===== src/rtl/key_scan_pkg.sv =====
`timescale 1ns/1ps
`default_nettype none
// ============================================================================
// Module      : key_scan_pkg
// Description : Shared constants and per-key FSM state type for the keypad
//               scanner.
// Revision    : 1.0 - initial release
// ============================================================================
package key_scan_pkg;

  localparam int NUM_KEYS           = 8;
  localparam int CNT_W              = 10;

  localparam int TICK_DIV_DEF       = 50000;
  localparam int DEBOUNCE_MS_DEF    = 20;
  localparam int LONG_MS_DEF        = 600;
  localparam int REPEAT_MS_DEF      = 150;
  localparam int KEY_ACTIVE_LOW_DEF = 1;

  typedef enum logic [2:0] {
    IDLE     = 3'd0,
    DB_PRESS = 3'd1,
    HELD     = 3'd2,
    REPEAT   = 3'd3,
    DB_REL   = 3'd4
  } key_state_e;

endpackage
`default_nettype wire


===== src/rtl/key_scan_if.sv =====
`timescale 1ns/1ps
`default_nettype none
// ============================================================================
// Module      : key_scan_if
// Description : Key pins in, debounced levels and event pulses out.
//               master = panel/consumer side, slave = the scanner.
// Revision    : 1.0 - initial release
// ============================================================================
interface key_scan_if;
  import key_scan_pkg::*;

  logic [NUM_KEYS-1:0] key_in;
  logic [NUM_KEYS-1:0] key_level;
  logic [NUM_KEYS-1:0] key_press;
  logic [NUM_KEYS-1:0] key_release;
  logic [NUM_KEYS-1:0] key_repeat;
  logic                any_event;

  modport master (
    output key_in,
    input  key_level, key_press, key_release, key_repeat, any_event
  );

  modport slave (
    input  key_in,
    output key_level, key_press, key_release, key_repeat, any_event
  );

endinterface
`default_nettype wire


===== src/rtl/key_fsm.sv =====
`timescale 1ns/1ps
`default_nettype none
// ============================================================================
// Module      : key_fsm
// Description : One key's debounce / hold / auto-repeat state machine with
//               its tick counter and registered level and event outputs.
// Revision    : 1.0 - initial release
// ============================================================================
module key_fsm
  import key_scan_pkg::*;
#(
  parameter int DEBOUNCE_MS = DEBOUNCE_MS_DEF,
  parameter int LONG_MS     = LONG_MS_DEF,
  parameter int REPEAT_MS   = REPEAT_MS_DEF
) (
  input  logic clk_50M,
  input  logic rst_n,
  input  logic tick,
  input  logic pressed,
  output logic level,
  output logic press_pulse,
  output logic release_pulse,
  output logic repeat_pulse
);

  localparam logic [CNT_W-1:0] c_DEB_LAST  = CNT_W'(DEBOUNCE_MS - 1);
  localparam logic [CNT_W-1:0] c_LONG_LAST = CNT_W'(LONG_MS - 1);
  localparam logic [CNT_W-1:0] c_REP_LAST  = CNT_W'(REPEAT_MS - 1);

  key_state_e       r_state, w_state_nx;
  logic [CNT_W-1:0] r_cnt, w_cnt_nx;
  logic             r_level, w_level_nx;
  logic             r_press, w_press_nx;
  logic             r_rel, w_rel_nx;
  logic             r_rep, w_rep_nx;

  // State, counter and output registers; reset drops everything silently.
  always_ff @(posedge clk_50M) begin
    if (!rst_n) begin
      r_state <= IDLE;
      r_cnt   <= '0;
      r_level <= 1'b0;
      r_press <= 1'b0;
      r_rel   <= 1'b0;
      r_rep   <= 1'b0;
    end else begin
      r_state <= w_state_nx;
      r_cnt   <= w_cnt_nx;
      r_level <= w_level_nx;
      r_press <= w_press_nx;
      r_rel   <= w_rel_nx;
      r_rep   <= w_rep_nx;
    end
  end

  // Next state: a change of the key level is checked before the tick.
  always_comb begin
    w_state_nx = r_state;
    w_cnt_nx   = r_cnt;
    w_level_nx = r_level;
    w_press_nx = 1'b0;
    w_rel_nx   = 1'b0;
    w_rep_nx   = 1'b0;
    case (r_state)
      IDLE: begin
        if (pressed) begin
          w_state_nx = DB_PRESS;
          w_cnt_nx   = '0;
        end
      end
      DB_PRESS: begin
        if (!pressed) begin
          w_state_nx = IDLE;
          w_cnt_nx   = '0;
        end else if (tick) begin
          if (r_cnt == c_DEB_LAST) begin
            w_state_nx = HELD;
            w_press_nx = 1'b1;
            w_level_nx = 1'b1;
            w_cnt_nx   = '0;
          end else begin
            w_cnt_nx = r_cnt + 1'b1;
          end
        end
      end
      HELD: begin
        if (!pressed) begin
          w_state_nx = DB_REL;
          w_cnt_nx   = '0;
        end else if (tick) begin
          if (r_cnt == c_LONG_LAST) begin
            w_state_nx = REPEAT;
            w_rep_nx   = 1'b1;
            w_cnt_nx   = '0;
          end else begin
            w_cnt_nx = r_cnt + 1'b1;
          end
        end
      end
      REPEAT: begin
        if (!pressed) begin
          w_state_nx = DB_REL;
          w_cnt_nx   = '0;
        end else if (tick) begin
          if (r_cnt == c_REP_LAST) begin
            w_rep_nx = 1'b1;
            w_cnt_nx = '0;
          end else begin
            w_cnt_nx = r_cnt + 1'b1;
          end
        end
      end
      DB_REL: begin
        // A bounce back to pressed restarts the long-press timer silently.
        if (pressed) begin
          w_state_nx = HELD;
          w_cnt_nx   = '0;
        end else if (tick) begin
          if (r_cnt == c_DEB_LAST) begin
            w_state_nx = IDLE;
            w_rel_nx   = 1'b1;
            w_level_nx = 1'b0;
            w_cnt_nx   = '0;
          end else begin
            w_cnt_nx = r_cnt + 1'b1;
          end
        end
      end
      default: begin
        w_state_nx = IDLE;
        w_cnt_nx   = '0;
      end
    endcase
  end

  assign level         = r_level;
  assign press_pulse   = r_press;
  assign release_pulse = r_rel;
  assign repeat_pulse  = r_rep;

endmodule
`default_nettype wire


===== src/rtl/key_scan.sv =====
`timescale 1ns/1ps
`default_nettype none
// ============================================================================
// Module      : key_scan
// Description : 8-key panel scanner: synchronizers, shared 1 ms tick and
//               eight independent debounce/repeat FSMs.
// Revision    : 1.0 - initial release
// ============================================================================
module key_scan
  import key_scan_pkg::*;
#(
  parameter int TICK_DIV       = TICK_DIV_DEF,
  parameter int DEBOUNCE_MS    = DEBOUNCE_MS_DEF,
  parameter int LONG_MS        = LONG_MS_DEF,
  parameter int REPEAT_MS      = REPEAT_MS_DEF,
  parameter int KEY_ACTIVE_LOW = KEY_ACTIVE_LOW_DEF
) (
  input  logic       clk_50M,
  input  logic       rst_n,
  key_scan_if.slave  kif
);

  localparam int                  c_DIV_W     = $clog2(TICK_DIV);
  localparam logic [c_DIV_W-1:0]  c_DIV_LAST  = c_DIV_W'(TICK_DIV - 1);
  // Raw pin level of a released key; the synchronizer resets to it.
  localparam logic [NUM_KEYS-1:0] c_REL_LEVEL = (KEY_ACTIVE_LOW != 0) ? '1 : '0;

  logic [NUM_KEYS-1:0] r_sync1, r_sync2;
  logic [NUM_KEYS-1:0] w_pressed;
  logic [c_DIV_W-1:0]  r_div;
  logic                w_tick;
  logic [NUM_KEYS-1:0] w_level, w_press, w_rel, w_rep;

  // Two-flop synchronizer on every raw key pin.
  always_ff @(posedge clk_50M) begin
    if (!rst_n) begin
      r_sync1 <= c_REL_LEVEL;
      r_sync2 <= c_REL_LEVEL;
    end else begin
      r_sync1 <= kif.key_in;
      r_sync2 <= r_sync1;
    end
  end

  assign w_pressed = (KEY_ACTIVE_LOW != 0) ? ~r_sync2 : r_sync2;

  // Shared tick divider, wraps at TICK_DIV-1.
  always_ff @(posedge clk_50M) begin
    if (!rst_n) begin
      r_div <= '0;
    end else if (r_div == c_DIV_LAST) begin
      r_div <= '0;
    end else begin
      r_div <= r_div + 1'b1;
    end
  end

  assign w_tick = (r_div == c_DIV_LAST);

  for (genvar i = 0; i < NUM_KEYS; i++) begin : g_key
    key_fsm #(
      .DEBOUNCE_MS (DEBOUNCE_MS),
      .LONG_MS     (LONG_MS),
      .REPEAT_MS   (REPEAT_MS)
    ) u_key_fsm (
      .clk_50M       (clk_50M),
      .rst_n         (rst_n),
      .tick          (w_tick),
      .pressed       (w_pressed[i]),
      .level         (w_level[i]),
      .press_pulse   (w_press[i]),
      .release_pulse (w_rel[i]),
      .repeat_pulse  (w_rep[i])
    );
  end

  assign kif.key_level   = w_level;
  assign kif.key_press   = w_press;
  assign kif.key_release = w_rel;
  assign kif.key_repeat  = w_rep;
  assign kif.any_event   = |(w_press | w_rel | w_rep);

endmodule
`default_nettype wire


===== src/flat_wrapper.sv =====
// flat-port wrapper written by rule: the top's interface ports become plain ports
module key_scan_flat import key_scan_pkg::*;
#(
  parameter int TICK_DIV       = TICK_DIV_DEF,
  parameter int DEBOUNCE_MS    = DEBOUNCE_MS_DEF,
  parameter int LONG_MS        = LONG_MS_DEF,
  parameter int REPEAT_MS      = REPEAT_MS_DEF,
  parameter int KEY_ACTIVE_LOW = KEY_ACTIVE_LOW_DEF
)
  (clk_50M, rst_n, kif_key_in, kif_key_level, kif_key_press, kif_key_release, kif_key_repeat, kif_any_event);
  key_scan_if kif_i ();
  input  logic clk_50M;
  input  logic rst_n;
  input wire logic [$bits(kif_i.key_in)-1:0] kif_key_in;
  output wire logic [$bits(kif_i.key_level)-1:0] kif_key_level;
  output wire logic [$bits(kif_i.key_press)-1:0] kif_key_press;
  output wire logic [$bits(kif_i.key_release)-1:0] kif_key_release;
  output wire logic [$bits(kif_i.key_repeat)-1:0] kif_key_repeat;
  output wire logic [$bits(kif_i.any_event)-1:0] kif_any_event;
  assign kif_i.key_in = kif_key_in;
  assign kif_key_level = kif_i.key_level;
  assign kif_key_press = kif_i.key_press;
  assign kif_key_release = kif_i.key_release;
  assign kif_key_repeat = kif_i.key_repeat;
  assign kif_any_event = kif_i.any_event;
  key_scan #(.TICK_DIV(TICK_DIV), .DEBOUNCE_MS(DEBOUNCE_MS), .LONG_MS(LONG_MS), .REPEAT_MS(REPEAT_MS), .KEY_ACTIVE_LOW(KEY_ACTIVE_LOW)) u_core (.clk_50M(clk_50M), .rst_n(rst_n), .kif(kif_i));
endmodule

===== config.mk =====
export PLATFORM = sky130hd
export DESIGN_NAME = key_scan_flat
export DESIGN_NICKNAME = d
export VERILOG_FILES = /design/src/rtl/key_scan_pkg.sv /design/src/rtl/key_scan_if.sv /design/src/rtl/key_fsm.sv /design/src/rtl/key_scan.sv /design/src/flat_wrapper.sv
export SDC_FILE = /design/constraint.sdc
export NUM_CORES = 1
export LEC_CHECK = 0
export CORE_MARGIN = 5
export CORE_UTILIZATION = 58
export CTS_BUF_LIST = sky130_fd_sc_hd__clkbuf_2
export CTS_CLUSTER_DIAMETER = 40
export DETAILED_ROUTE_END_ITERATION = 16
export HOLD_SLACK_MARGIN = 0.02
export PLACE_DENSITY = 0.87
export SLEW_MARGIN = 20
export SYNTH_ARGS = -nofsm -noshare
export SYNTH_HDL_FRONTEND = slang
export SYNTH_HIERARCHICAL = 1
export SYNTH_SLANG_ARGS = --single-unit

===== constraint.sdc =====
create_clock -name clk_50M -period 5.1 [get_ports clk_50M]
set_input_delay 1.53 -clock clk_50M [delete_from_list [all_inputs] [get_ports clk_50M]]
set_output_delay 1.53 -clock clk_50M [all_outputs]
set_load 0.005 [all_outputs]

### Yosys cells after proc, flatten, opt, wreduce, memory -nomap -nowiden

Cells that the tools add are included.

* $add $sub $neg: 9
* eq/ne operators: 177
* multiplexer cells: 320
* bitwise gates (word level): 12
* reductions and logical operators: 58

Operators with widths (number)
* 2-to-1 mux 10 bit: 88
* one-hot mux 10 bit (5 select lines): 8
* 2-to-1 mux 3 bit: 88
* != test 3 bit, second input constant: 40
* one-hot mux 3 bit (5 select lines): 8
* 2-to-1 mux 1 bit: 112
* adder 10 x 1 -> 10 bit, second input constant: 8
* == test 10 bit, second input constant: 8
* == test 10 x 5 -> 1 bit, second input constant: 8
* == test 10 x 8 -> 1 bit, second input constant: 8
* != test 2 bit, second input constant: 34
* AND reduction 8 bit: 8
* != test 2 x 1 -> 1 bit, second input constant: 30
* AND reduction 7 bit: 8
* == test 3 x 2 -> 1 bit, second input constant: 16
* AND reduction 3 bit: 16
* one-hot mux 1 bit (2 select lines): 16
* != test 3 x 2 -> 1 bit, second input constant: 9
* == test 3 x 1 -> 1 bit, second input constant: 8
* == test 3 bit, second input constant: 8
* logical NOT 3 bit: 8
* OR reduction 3 bit: 8
* != test 3 x 1 -> 1 bit, second input constant: 7
* adder 16 x 1 -> 16 bit, second input constant: 1
* other kinds (7): 23

* register bits: 168

### Depth between registers and ports, before layout

* word-level depth: 5
* mapped depth: 10
* mapped depth without buffers: 9

### Hierarchy

The synthesis kept the hierarchy.

Modules (own cells, without submodules)
* key_fsm at u_core.g_key[4].u_key_fsm ...: instances 4, cells each 160, area an instance 1221.2 um2, seq. area each 340.3 um2
* key_fsm at u_core.g_key[1].u_key_fsm ...: instances 3, cells each 159, area an instance 1219.9 um2, seq. area each 340.3 um2
* key_fsm at u_core.g_key[0].u_key_fsm: instances 1, cells each 177, area an instance 1322.5 um2, seq. area each 340.3 um2
* key_scan: instances 1, cells each 132, area an instance 1252.5 um2, seq. area each 640.6 um2

### Worst setup path after synthesis

OpenSTA, ideal clock, no wires.

* kind: register to register
* from: reg u_core.r_div[4]
* to: reg u_core.g_key[1].u_key_fsm.r_cnt[8]
* data arrival time: 5.418 ns
* data required time: 5.041 ns
* slack: -0.376 ns
* cell stages (with the launch flop): 9
* path buffers: 0
* period minus slack after synthesis: 5.476 ns
* path through: dfxtp_1 > nor4_2 > nand3_2 > nor4_1 > nor2b_1 > o32ai_1 > or3b_1 > a31oi_1 > a31o_1

* longest elaborated chain between the ends: 4
* elaborated cells on any way between the ends: 8

RTL lines
* start, declared: RTL line key_scan.sv:30 `logic [c_DIV_W-1:0] r_div;`
* start signal, assigned: RTL line key_scan.sv:54 `r_div <= r_div + 1'b1;`
* == test 16 bit (*): RTL line key_scan.sv:58 `assign w_tick = (r_div == c_DIV_LAST);`
* net u_core.w_tick: RTL line key_scan.sv:31 `logic w_tick;`
* 2-to-1 mux 10 bit
* 2-to-1 mux 10 bit (on tied branches)
* one-hot mux 10 bit (5 select lines)
* end signal, assigned: RTL line key_fsm.sv:48 `r_cnt <= w_cnt_nx;`
* end, declared: RTL line key_fsm.sv:31 `logic [CNT_W-1:0] r_cnt, w_cnt_nx;`

Mark *: on every way through the listed nets, which the timed path passes. The rest lies on a longest branch.
A chain may end at the register's enable or synchronous reset.

### Worst setup path in the final report

* from: reg u_core.g_key[4].u_key_fsm.r_press
* to: out kif_any_event

* longest elaborated chain between the ends: 3

RTL lines
* start, declared: RTL line key_fsm.sv:33 `logic r_press, w_press_nx;`
* start signal, assigned: RTL line key_fsm.sv:50 `r_press <= w_press_nx;`
* bitwise OR 8 bit (2 in a row): RTL line key_scan.sv:81 `assign kif.any_event = |(w_press | w_rel | w_rep);`
* OR reduction 8 bit: RTL line key_scan.sv:81
* end, declared: RTL line flat_wrapper.sv:19 `output wire logic [$bits(kif_i.any_event)-1:0] kif_any_event;`

No other way between the ends.

==> flow_metrics.env <==
export IMPL_status="finished, final reports clean"
export IMPL_min_delay_start="u_core/r_sync1[0]$_SDFF_PN1_"
export IMPL_tns_ns=0
export IMPL_dieArea_sq_um=22000
export IMPL_synth_seq_area_share_pct=30.2
export IMPL_io_buffers=42
export IMPL_drtAntennaViolNets=0
export IMPL_drv_cap=0
export IMPL_row_count=50
export IMPL_yosysUniqueCellTypes=82
export IMPL_clkSlewWorstSetupHoldPaths_ns=0.22
export IMPL_drc=0
export IMPL_netlist_area_sq_um=11100
export IMPL_postCtsSetupBuffers=0
export IMPL_worstPathMaxFanout=2
export IMPL_grt_overflow=0
export IMPL_avgSynthCellArea_sq_um=7.80
export IMPL_via_per_inst=6.45
export IMPL_antenna_found_initial=1
export IMPL_root_buffer="clkbuf_2"
export IMPL_hold_viol=0
export IMPL_clk_latency_ns=0.76
export IMPL_tightestPinTransition_ns=0.868
export IMPL_first_pass_iters=8
export IMPL_worstPathRequired_ns=3.57
export IMPL_whs_ns=0.440
export IMPL_gp_congestion=0.956
export IMPL_grt_use_total_pct=24.2
export IMPL_fin_nets=1448
export IMPL_p_leak_uw=0.00389
export IMPL_routedWlPerCell_um=15.9
export IMPL_grt_pass1_vias=9885
export IMPL_max_clock_freq_ghz=0.242
export IMPL_grt_pass1_wl_um=45700
export IMPL_setup_violations_final=0
export IMPL_min_period_ns=4.13
export IMPL_postCtsHoldBufs=0
export IMPL_die_w_um=148
export IMPL_final_common_cell="dfxtp_1"
export IMPL_numCtsBuffers=17
export IMPL_start_util_pct=59.2
export IMPL_yosysWarnings=6
export IMPL_clockBufferDepth=2
export IMPL_synthFlopType="dfxtp_1"
export IMPL_die_y_um=148
export IMPL_synth_edf_count=0
export IMPL_mostFrequentLayoutCells="168 x dfxtp_1, 147 x nand2_1, 101 x nor2_1"
export IMPL_slew_headroom_pct=41.9
export IMPL_criticalPathCategory="reg -> out"
export IMPL_p_per_area_nw_per_um2=202
export IMPL_crit_path_end_kind="output port"
export IMPL_crit_start="u_core/g_key[4].u_key_fsm/press_pulse$_SDFF_PN0_"
export IMPL_fp_coreArea_sq_um=18800
export IMPL_wirelength_um=26600
export IMPL_drt_iter0_drc=857
export IMPL_ir_drop_v=0.000163
export IMPL_htree_num_levels=4
export IMPL_hold_class="reg -> reg"
export IMPL_grt_max_degree=59
export IMPL_cts_tree="built"
export IMPL_async_flop_share_pct=0
export IMPL_rsz0062_at_grt="no"
export IMPL_drive_gt1_share_pct=7.97
export IMPL_finalMaxSlewViolations=0
export IMPL_dp_hpwl_um=18900
export IMPL_ios=43
export IMPL_cp_arrival_ns=2.60
export IMPL_cts_sinks=168
export IMPL_vias=10700
export IMPL_cts_resized=0
export IMPL_r2r_start="u_core/r_div[4]$_SDFF_PP0_"
export IMPL_synthToLayoutAreaGrowth_pct=6.35
export IMPL_yosys_register_bits=168
export IMPL_min_period_over_period_pct=81.1
export IMPL_syn_inst=1426
export IMPL_skew_ns=0.0321
export IMPL_synth_nets=1454
export IMPL_critical_path_startpoint_type="flop"
-- sequential cells by signal, summed over array words and instances, names as in the netlist --
signal / cells
u_core/g_key.u_key_fsm/release_pulse: 8
u_core/g_key.u_key_fsm/repeat_pulse: 8
u_core/r_sync1: 8
u_core/g_key.u_key_fsm/press_pulse: 8
u_core/r_sync2: 8
u_core/g_key.u_key_fsm/r_cnt: 80
u_core/g_key.u_key_fsm/level: 8
u_core/r_div: 16
u_core/g_key.u_key_fsm/r_state: 24
-- critical path: stages (launching register included) --
cell             delay, ns
dfxtp_1               0.37
nor4_1                0.52
and4_1                0.41
nand3_1               0.11
clkdlybuf4s50_1       0.46
-- where the power goes --
group / switching, uW / internal [uW] / leakage, uW
combinational: 145 / 96.1 / 0.00238
sequential: 27.2 / 1330 / 0.00136
clock: 468 / 319 / 0.000156
-- final timing paths --
kind,end,slack [ns],cells past startpoint
max,kif_any_event,0.97,4
max reg2reg,u_core/g_key[2].u_key_fsm/r_cnt[8]$_SDFFE_PN0P_,1.51,9
min,u_core/r_sync2[0]$_SDFF_PN1_,0.44,1
min reg2reg,u_core/r_sync2[0]$_SDFF_PN1_,0.44,1
-- through the flow --
step | instance area [sq um] | cells | utilization, % | total power [uW] | setup slack (ns)
after global placement | 11600 | 1635 | 61.6 | 1610 | 1.67
after detailed placement | 11600 | 1635 | 61.6 | 1620 | 1.61
after floorplan | 11100 | 1426 | - | 1570 | 0.990
final | 11800 | 1666 | 63.0 | 2390 | 0.965
after CTS | 11800 | 1665 | 63.0 | 2410 | 0.938
after global routing | 11800 | 1666 | 63.0 | 2490 | 0.808
-- final cells by class --
type	count	area, sq um
antenna	1	2.50
clock buffer	18	90.1
clock inverter	12	176
fill	1599	6940
inverter	46	173
multi-input combinational	1140	7250
sequential	168	3360
tap	234	293
timing repair buffer	47	480
-- logic make-up (layout without fill, tap and decap cells) --
logic type / count (synthesis) / in the layout / synth area share, %
compound gates: 389 / 389 / 25.3
xor+xnor: 32 / 32 / 2.52
fa+ha+maj: 18 / 18 / 2.03
buf+inv: 118 / 123 / 4.71
flops: 168 / 168 / 30.2
mux: 11 / 11 / 0.990
other cells: 0 / 1 / 0
simple gates: 690 / 690 / 34.2
-- cell usage after synthesis (14+ instances only) --
library cell,count,area (sq um)
xnor2_1,28,245
o21ai_0,56,280
a21oi_1,61,305
nor2b_1,34,213
nand3b_1,15,113
or3_1,29,181
nor3_1,65,325
clkbuf_1,23,86.3
o211ai_1,24,180
and3_1,22,138
a21oi_2,14,123
buf_2,35,175
nor2_1,101,379
o22ai_1,21,131
a21o_1,20,150
nor4_1,19,119
a211oi_1,18,135
a31oi_1,30,188
inv_1,43,161
nand4_1,29,181
nand2_1,147,552
ha_1,18,225
nand3_1,62,310
and2_1,27,169
nand2b_1,44,275
or3b_1,14,123
dfxtp_1,168,3360
o21ai_1,22,110
-- layer usage --
layer	up-vias	global-route usage, %	share of wire [%]
li1	5287	-	-
met1	4991	32.3	44
met2	429	38.9	47
met3	38	4.63	7.2
met4	0	9.24	2.0
met5	-	0	0
(Power assumes the default switching activity.)
